<file path="src/rtl/rv_pkg.sv">
// RV32I field positions and opcode constants shared by the pipeline control blocks.
// Constants only; no logic, latency or flow control.
package rv_pkg;

  localparam int INSTR_W = 32;
  localparam int REG_W   = 5;
  localparam int OPC_W   = 7;

  localparam int OPC_LSB = 0;
  localparam int RS1_LSB = 15;
  localparam int RS2_LSB = 20;

  localparam logic [OPC_W-1:0] OP_RTYPE  = 7'h33;
  localparam logic [OPC_W-1:0] OP_IMM    = 7'h13;
  localparam logic [OPC_W-1:0] OP_LOAD   = 7'h03;
  localparam logic [OPC_W-1:0] OP_STORE  = 7'h23;
  localparam logic [OPC_W-1:0] OP_BRANCH = 7'h63;
  localparam logic [OPC_W-1:0] OP_JALR   = 7'h67;
  localparam logic [OPC_W-1:0] OP_JAL    = 7'h6F;
  localparam logic [OPC_W-1:0] OP_LUI    = 7'h37;
  localparam logic [OPC_W-1:0] OP_AUIPC  = 7'h17;

endpackage

</file>
<file path="src/rtl/hazard_src_decode.sv">
// Extracts rs1/rs2 and flags which source fields the ID-stage instruction really reads.
// Purely combinational, zero latency; no flow control.
module hazard_src_decode
  import rv_pkg::*;
(
  input  logic [INSTR_W-1:0] Instruction,
  output logic [REG_W-1:0]   rs1,
  output logic [REG_W-1:0]   rs2,
  output logic               uses_rs1,
  output logic               uses_rs2
);

  logic [OPC_W-1:0] opcode;
  logic             unused_bits;

  assign opcode = Instruction[OPC_LSB +: OPC_W];
  assign rs1    = Instruction[RS1_LSB +: REG_W];
  assign rs2    = Instruction[RS2_LSB +: REG_W];

  // funct/imm/rd bits play no part in source-register usage.
  assign unused_bits = ^{Instruction[INSTR_W-1:RS2_LSB+REG_W],
                         Instruction[RS1_LSB-1:OPC_LSB+OPC_W]};

  always_comb begin
    uses_rs1 = 1'b0;
    uses_rs2 = 1'b0;
    case (opcode)
      OP_RTYPE, OP_STORE, OP_BRANCH: begin
        uses_rs1 = 1'b1;
        uses_rs2 = 1'b1;
      end
      OP_IMM, OP_LOAD, OP_JALR: begin
        uses_rs1 = 1'b1;
      end
      default: begin
        uses_rs1 = 1'b0;
        uses_rs2 = 1'b0;
      end
    endcase
  end

endmodule

</file>
<file path="src/rtl/hazard_u.sv">
// Load-use hazard detect: stalls PC and IF/ID and bubbles ID/EX in the same cycle (combinational).
// Also counts stall cycles in a saturating counter cleared by synchronous reset.
module hazard_u
  import rv_pkg::*;
#(
  parameter int INSTR_W = 32,
  parameter int CNT_W   = 16
) (
  input  logic               clk,
  input  logic               rst,
  input  logic [REG_W-1:0]   R_d,
  input  logic               MemRead,
  input  logic [INSTR_W-1:0] Instruction,
  output logic               SignalPC,
  output logic               IFID_hold,
  output logic               bubble,
  output logic [CNT_W-1:0]   stall_count
);

  logic [REG_W-1:0] rs1;
  logic [REG_W-1:0] rs2;
  logic             uses_rs1;
  logic             uses_rs2;
  logic             hazard;

  hazard_src_decode u_decode (
    .Instruction (Instruction),
    .rs1         (rs1),
    .rs2         (rs2),
    .uses_rs1    (uses_rs1),
    .uses_rs2    (uses_rs2)
  );

  // x0 is hard-wired zero, so a load targeting it can never create a dependency.
  assign hazard = MemRead && (R_d != '0) &&
                  ((uses_rs1 && (rs1 == R_d)) || (uses_rs2 && (rs2 == R_d)));

  assign SignalPC  = hazard;
  assign IFID_hold = hazard;
  assign bubble    = hazard;

  always_ff @(posedge clk) begin
    if (rst) begin
      stall_count <= '0;
    end else if (hazard && (stall_count != '1)) begin
      stall_count <= stall_count + 1'b1;
    end
  end

endmodule

</file>
<file path="config.mk">
export PLATFORM = sky130hd
export DESIGN_NAME = hazard_u
export DESIGN_NICKNAME = d
export VERILOG_FILES = /design/src/rtl/rv_pkg.sv /design/src/rtl/hazard_src_decode.sv /design/src/rtl/hazard_u.sv
export SDC_FILE = /design/constraint.sdc
export NUM_CORES = 1
export LEC_CHECK = 0
export BUFFER_PORTS_ARGS = -buffer_cell sky130_fd_sc_hd__buf_2
export CORE_MARGIN = 2
export CORE_UTILIZATION = 30
export DETAILED_ROUTE_END_ITERATION = 7
export GPL_ROUTABILITY_DRIVEN = 0
export HOLD_SLACK_MARGIN = 0.15
export SLEW_MARGIN = 20
export SYNTH_ARGS = -nofsm -noshare
export SYNTH_HDL_FRONTEND = slang
export SYNTH_HIERARCHICAL = 1
export SYNTH_SLANG_ARGS = --single-unit
</file>
<file path="constraint.sdc">
create_clock -name clk -period 2.1 [get_ports clk]
set_clock_uncertainty 0.1 [all_clocks]
set_input_delay 0.42 -clock clk [delete_from_list [all_inputs] [get_ports clk]]
set_output_delay 0.42 -clock clk [all_outputs]
set_load 0.01 [all_outputs]
</file>
Yosys cells after proc, flatten, opt, wreduce, memory -nomap -nowiden
Cells that the tools add are included.
Widths: inputs -> output; s select.
{ "classes": {"add_sub_neg": 1, "mul": 0, "div_mod_pow": 0, "magnitude_cmp": 0, "eq_ne": 9, "shift": 0, "muxes": 2, "bitwise": 0, "n_reduce_logical": 9} }
{ "op_table": {"columns": ["cell", "n"], "rows": [
  ["$add 16x1->16 const B", 1],
  ["$ne 16x16->1 const B", 1],
  ["$eq 7x6->1 const B", 2],
  ["$eq 7x7->1 const B", 2],
  ["$eq 5x5->1", 2],
  ["$eq 7x2->1 const B", 1],
  ["$eq 7x5->1 const B", 1],
  ["$reduce_or 6->1", 1],
  ["$logic_and 1x1->1", 5],
  ["$reduce_bool 5->1", 1],
  ["$reduce_or 3->1", 1],
  ["$mux 1", 2],
  ["$logic_or 1x1->1", 1]
]} }
{ "word_totals": {"ff_bits": 16, "latch_bits": 0, "ram_bits": 0, "romBits": 0, "input_bits": 40, "n_memories": 0} }

Logic depth before layout (Yosys ltp)
{ "depth": {"depth_word": 7, "mapped_depth": 8, "depth_no_buf": 6} }

Modules after synthesis
The synthesis kept the hierarchy.
{ "by_module_without_submodules": {"columns": ["module", "n_inst", "cells_each", "area_per_inst_um2"], "rows": [
  ["hazard_u", 1, 119, 1023.5],
  ["hazard_src_decode", 1, 16, 132.6]
]} }

Least setup slack after synthesis
OpenSTA, ideal clock, no wires.
{ "synth_path": {"path_kind": "input -> output", "startpoint": "input port Instruction[18]", "endpoint": "output port SignalPC", "arrival_ps": 1958, "slack_ps": -378, "path_stages": 8, "path_buffers": 4, "cell_sequence": "buf_4 -> xor2_1 -> nor4_2 -> a32oi_2 -> buf_6 -> clkbuf_1 -> nor2_1 -> buf_4"} }
{ "synth_via": {"elab_chain_len": 4} }
{ "synth_rtl": {"columns": ["element", "line_no", "source"], "rows": [
  ["start: declaration", "hazard_u.sv:13", "input logic [INSTR_W-1:0] Instruction,"],
  ["$eq 5x5->1", "hazard_u.sv:36", "((uses_rs1 && (rs1 == R_d)) || (uses_rs2 && (rs2 == R_d)));"],
  ["$logic_and 1x1->1", "hazard_u.sv:36", null],
  ["$logic_or 1x1->1", "hazard_u.sv:36", null],
  ["$logic_and 1x1->1", "hazard_u.sv:35", "assign hazard = MemRead && (R_d != '0) &&"],
  ["end: declaration", "hazard_u.sv:14", "output logic SignalPC,"]
]} }
No other way between the ends.

Worst setup path in the final report
{ "layout_path": {"startpoint": "input port Instruction[18]", "endpoint": "output port IFID_hold"} }
{ "layout_via": {"elab_chain_len": 4} }
{ "layout_rtl": {"columns": ["element", "line_no", "source"], "rows": [
  ["$eq 5x5->1", "hazard_u.sv:36", null],
  ["$logic_and 1x1->1", "hazard_u.sv:36", null],
  ["$logic_or 1x1->1", "hazard_u.sv:36", null],
  ["$logic_and 1x1->1", "hazard_u.sv:35", null],
  ["end: declaration", "hazard_u.sv:15", "output logic IFID_hold,"]
]} }
No other way between the ends.

==> impl_metrics.py <==
metrics = {
    "status": {
        "status": "finished, final reports clean",
    },
    "synthesis": {
        "synth_warnings": 6,
        "netlist_area_sq_um": 1160,
        "syn_avg_cell_area_sq_um": 8.56,
        "synth.yosys.seq_area_share_pct": 27.7,
        "synth_cell_types": 35,
        "ys_seq_elements": 16,
        "synth_cells": 135,
        "syn_nets": 176,
    },
    "floorplanning": {
        "dieHeight_um": 66.1,
        "num_rows": 22,
        "start_util_pct": 31.3,
        "num_io_pins": 59,
        "core_sq_um": 3690,
        "die_w_um": 66.1,
        "die_area_sq_um": 4370,
    },
    "detailed_routing": {
        "postRouteAntennaNets": 0,
        "drc": 0,
        "wl_per_cell_um": 13.2,
        "drt_iter0_markers": 45,
        "routed_wl_um": 2970,
        "firstDrtPassIters": 4,
        "route.vias.total": 1167,
        "vias_per_cell": 5.19,
    },
    "worst_hold_path": {
        "whs_path_depth": 2,
        "min-delay-path-class": "reg2reg",
        "hold_path_startpoint": "stall_count[5]",
        "min_to": "stall_count[5]",
    },
    "setup_path": {
        "crit_fanout": 4,
        "start_kind": "primary input",
        "criticalPathCategory": "in2out",
        "cp_cell_sequence": "buf_8, xor2_2, nor4_2, a32oi_2, buf_12, nor2_4, buf_6",
        "reg2reg_slack_ns": 0.10,
        "r2r_end": "stall_count[15]",
        "r2r_cells": 6,
        "crit_family": "simple AND/OR/NAND/NOR gates",
        "cp-end-kind": "output pin",
        "cpPeakStageDelay_ns": 0.29,
        "r2r_start": "stall_count[5]",
        "critPathSlowestCell": "nor4_2",
        "path_buf_inv": 3,
        "arrival_ns": 1.57,
        "crit_required_ns": 1.58,
    },
    "timing": {
        "fmax_mhz": 477,
        "slew_violations": 0,
        "finalHoldViolations": 0,
        "worstMarginPinSlew_ns": 0.409,
        "fin_crit_sh_pct": 99.7,
        "finalHoldWorstSlack_ns": 0.407,
        "rsz0062_at_grt": "true",
        "slew_headroom_pct": 72.7,
        "layout_setup_ws_ns": 0.00572,
        "period_needed_ns": 2.09,
        "setup_violations": 0,
    },
    "clock_network": {
        "htree_levels": 1,
        "cts_tree": "done",
        "clock_sinks": 16,
        "worst_skew_pair.late_latency_ns": 0.25,
        "root_buffer": "clkbuf_8",
        "clk_pin_slew_ns": 0.07,
        "cts_buffers": 3,
        "cts_buffer_depth": 2,
    },
    "layout": {
        "regArea_sq_um": 320,
        "fill_cells": 372,
        "largest_register": "stall_count",
        "final_area_sq_um": 1640,
        "top_regs": "stall_count: 16 flops",
        "layout_common_cells": "buf_2, dfxtp_1, buf_4, o31ai_1, or4_1",
        "largest_reg_flops": 16,
        "final_cells": 225,
        "multi_input_area_sq_um": 766,
        "diodes": 0,
        "final_common_cell": "buf_2",
        "drive_above_1_share_pct": 47.5,
        "nets": 219,
        "areaGrowthSynthToFinish_pct": 42.0,
    },
    "power": {
        "power.density_nw_per_um2": 414,
        "irDropWorstVdd_mv": 0.278,
        "p_leak_nw": 0.676,
    },
    "place": {
        "placed_area_sq_um": 1400,
        "placed_cells": 215,
        "dp_hpwl_um": 2060,
        "post-place-ws_ns": -0.134,
        "port_buffers": 43,
    },
    "global_routing": {
        "grt_use_total_pct": 14.2,
        "first_global_vias": 1103,
        "grt_pass1_wl_um": 4820,
        "grt_overflow": 0,
        "grt_start_max_net_pins": 21,
        "antenna_found_initial": 0,
    },
    "flow_run": {
        "cap_viol_max_count": 0,
    },
}
report_power, final:
| group | switching (mW) | leakage (nW) | internal [mW] |
|---|---|---|---|
| Combinational | 0.0469 | 0.518 | 0.0502 |
| Sequential | 0.0000365 | 0.129 | 0.303 |
| Clock | 0.112 | 0.0288 | 0.167 |
layer usage:
layer / global-route usage [%] / vias up / share of wire [%] / wire length [um]
li1: - / 579 / - / -
met1: 16.9 / 551 / 42 / 1260
met2: 25.3 / 33 / 51 / 1520
met3: 2.73 / 4 / 4.8 / 143
met4: 4.59 / 0 / 1.5 / 45
met5: 0 / - / 0 / 0
per-stage QoR:
step           setup TNS (ns)  total power, mW  utilization [%]
3_3_place_gp            -1.16            0.388             38.0
2_1_floorplan          -0.334            0.364                -
5_1_grt                -0.281            0.707             44.5
3_5_place_dp            -1.41            0.392             38.0
6_report                    0            0.679             44.5
4_1_cts               -0.0156            0.680             42.8
cell type report:
type | instances | share of cell area [%]
clock buffers | 4 | 3.35
inverters | 2 | 0.457
multi-input cells | 96 | 46.6
flip-flops and latches | 16 | 19.5
well taps | 48 | 3.66
repair buffers | 59 | 26.4
worst register-to-register path: stages (launching register included):
cell and delay (ns):
dfxtp_1 0.33, and4_4 0.20, and3_4 0.20, a41o_1 0.30
buf_4 0.17, or4_4 0.48, a21oi_2 0.14
what timing repair did:
| item | in CTS | in global routing |
|---|---|---|
| cloned | 1 | 0 |
| setup endpoints to repair | 3 | 15 |
| pin swaps | 9 | 4 |
| resized for setup | 10 | 15 |
| buffers inserted | 4 | 1 |
| hold buffers | 0 | 0 |
worst max path at each step:
stage                         start              end  depth (start not counted)
CTS                 Instruction[18]           bubble                          7
detailed placement           R_d[2]  stall_count[15]                          7
finish              Instruction[18]        IFID_hold                          7
floorplan           Instruction[16]         SignalPC                          8
global placement     Instruction[3]   stall_count[9]                          8
global route        Instruction[18]         SignalPC                          7
Yosys cell counts:
cell type  count  share of area, %
nand4b_1       2               1.5
nand4_1        3               1.6
inv_1          2              0.65
nor2b_1        3               1.6
nand2b_1       2               1.1
or4_1         13               8.4
nor2_1         6               1.9
xnor2_1        2               1.5
and2_1         2               1.1
mux2_2         3               2.9
nor4_2         1               1.1
and4_4         1              0.97
buf_4         13               8.4
nor3_1         1              0.43
o21ai_1        1              0.43
nand3_1        5               2.2
clkbuf_1       5               1.6
a2111oi_2      1               1.3
a21oi_1       13               5.6
buf_6          1              0.97
and4_1         2               1.5
nand2_1        4               1.3
a41o_1         1              0.87
ha_1           1               1.1
dfxtp_1       16                28
mux2i_1        1              0.87
a32oi_2        1               1.4
buf_2          2              0.87
or2_1          1              0.54
o31ai_1       12               7.8
and3_1         3               1.6
nor4_1         1              0.54
nand3b_1       1              0.65
xor2_1         8               6.1
nand3b_4       1               1.7
logic make-up (layout without fill, tap and decap cells):
group           Yosys count  count (layout)  share of synthesized area [%]
simple gates             52              52                           29.9
buf+inv                  23              65                           12.6
fa+ha+maj                 1               1                           1.08
flops                    16              16                           27.7
compound gates           29              29                           17.4
mux                       4               4                           3.79
xor+xnor                 10              10                           7.58
Power figures use the tool's default switching activity.
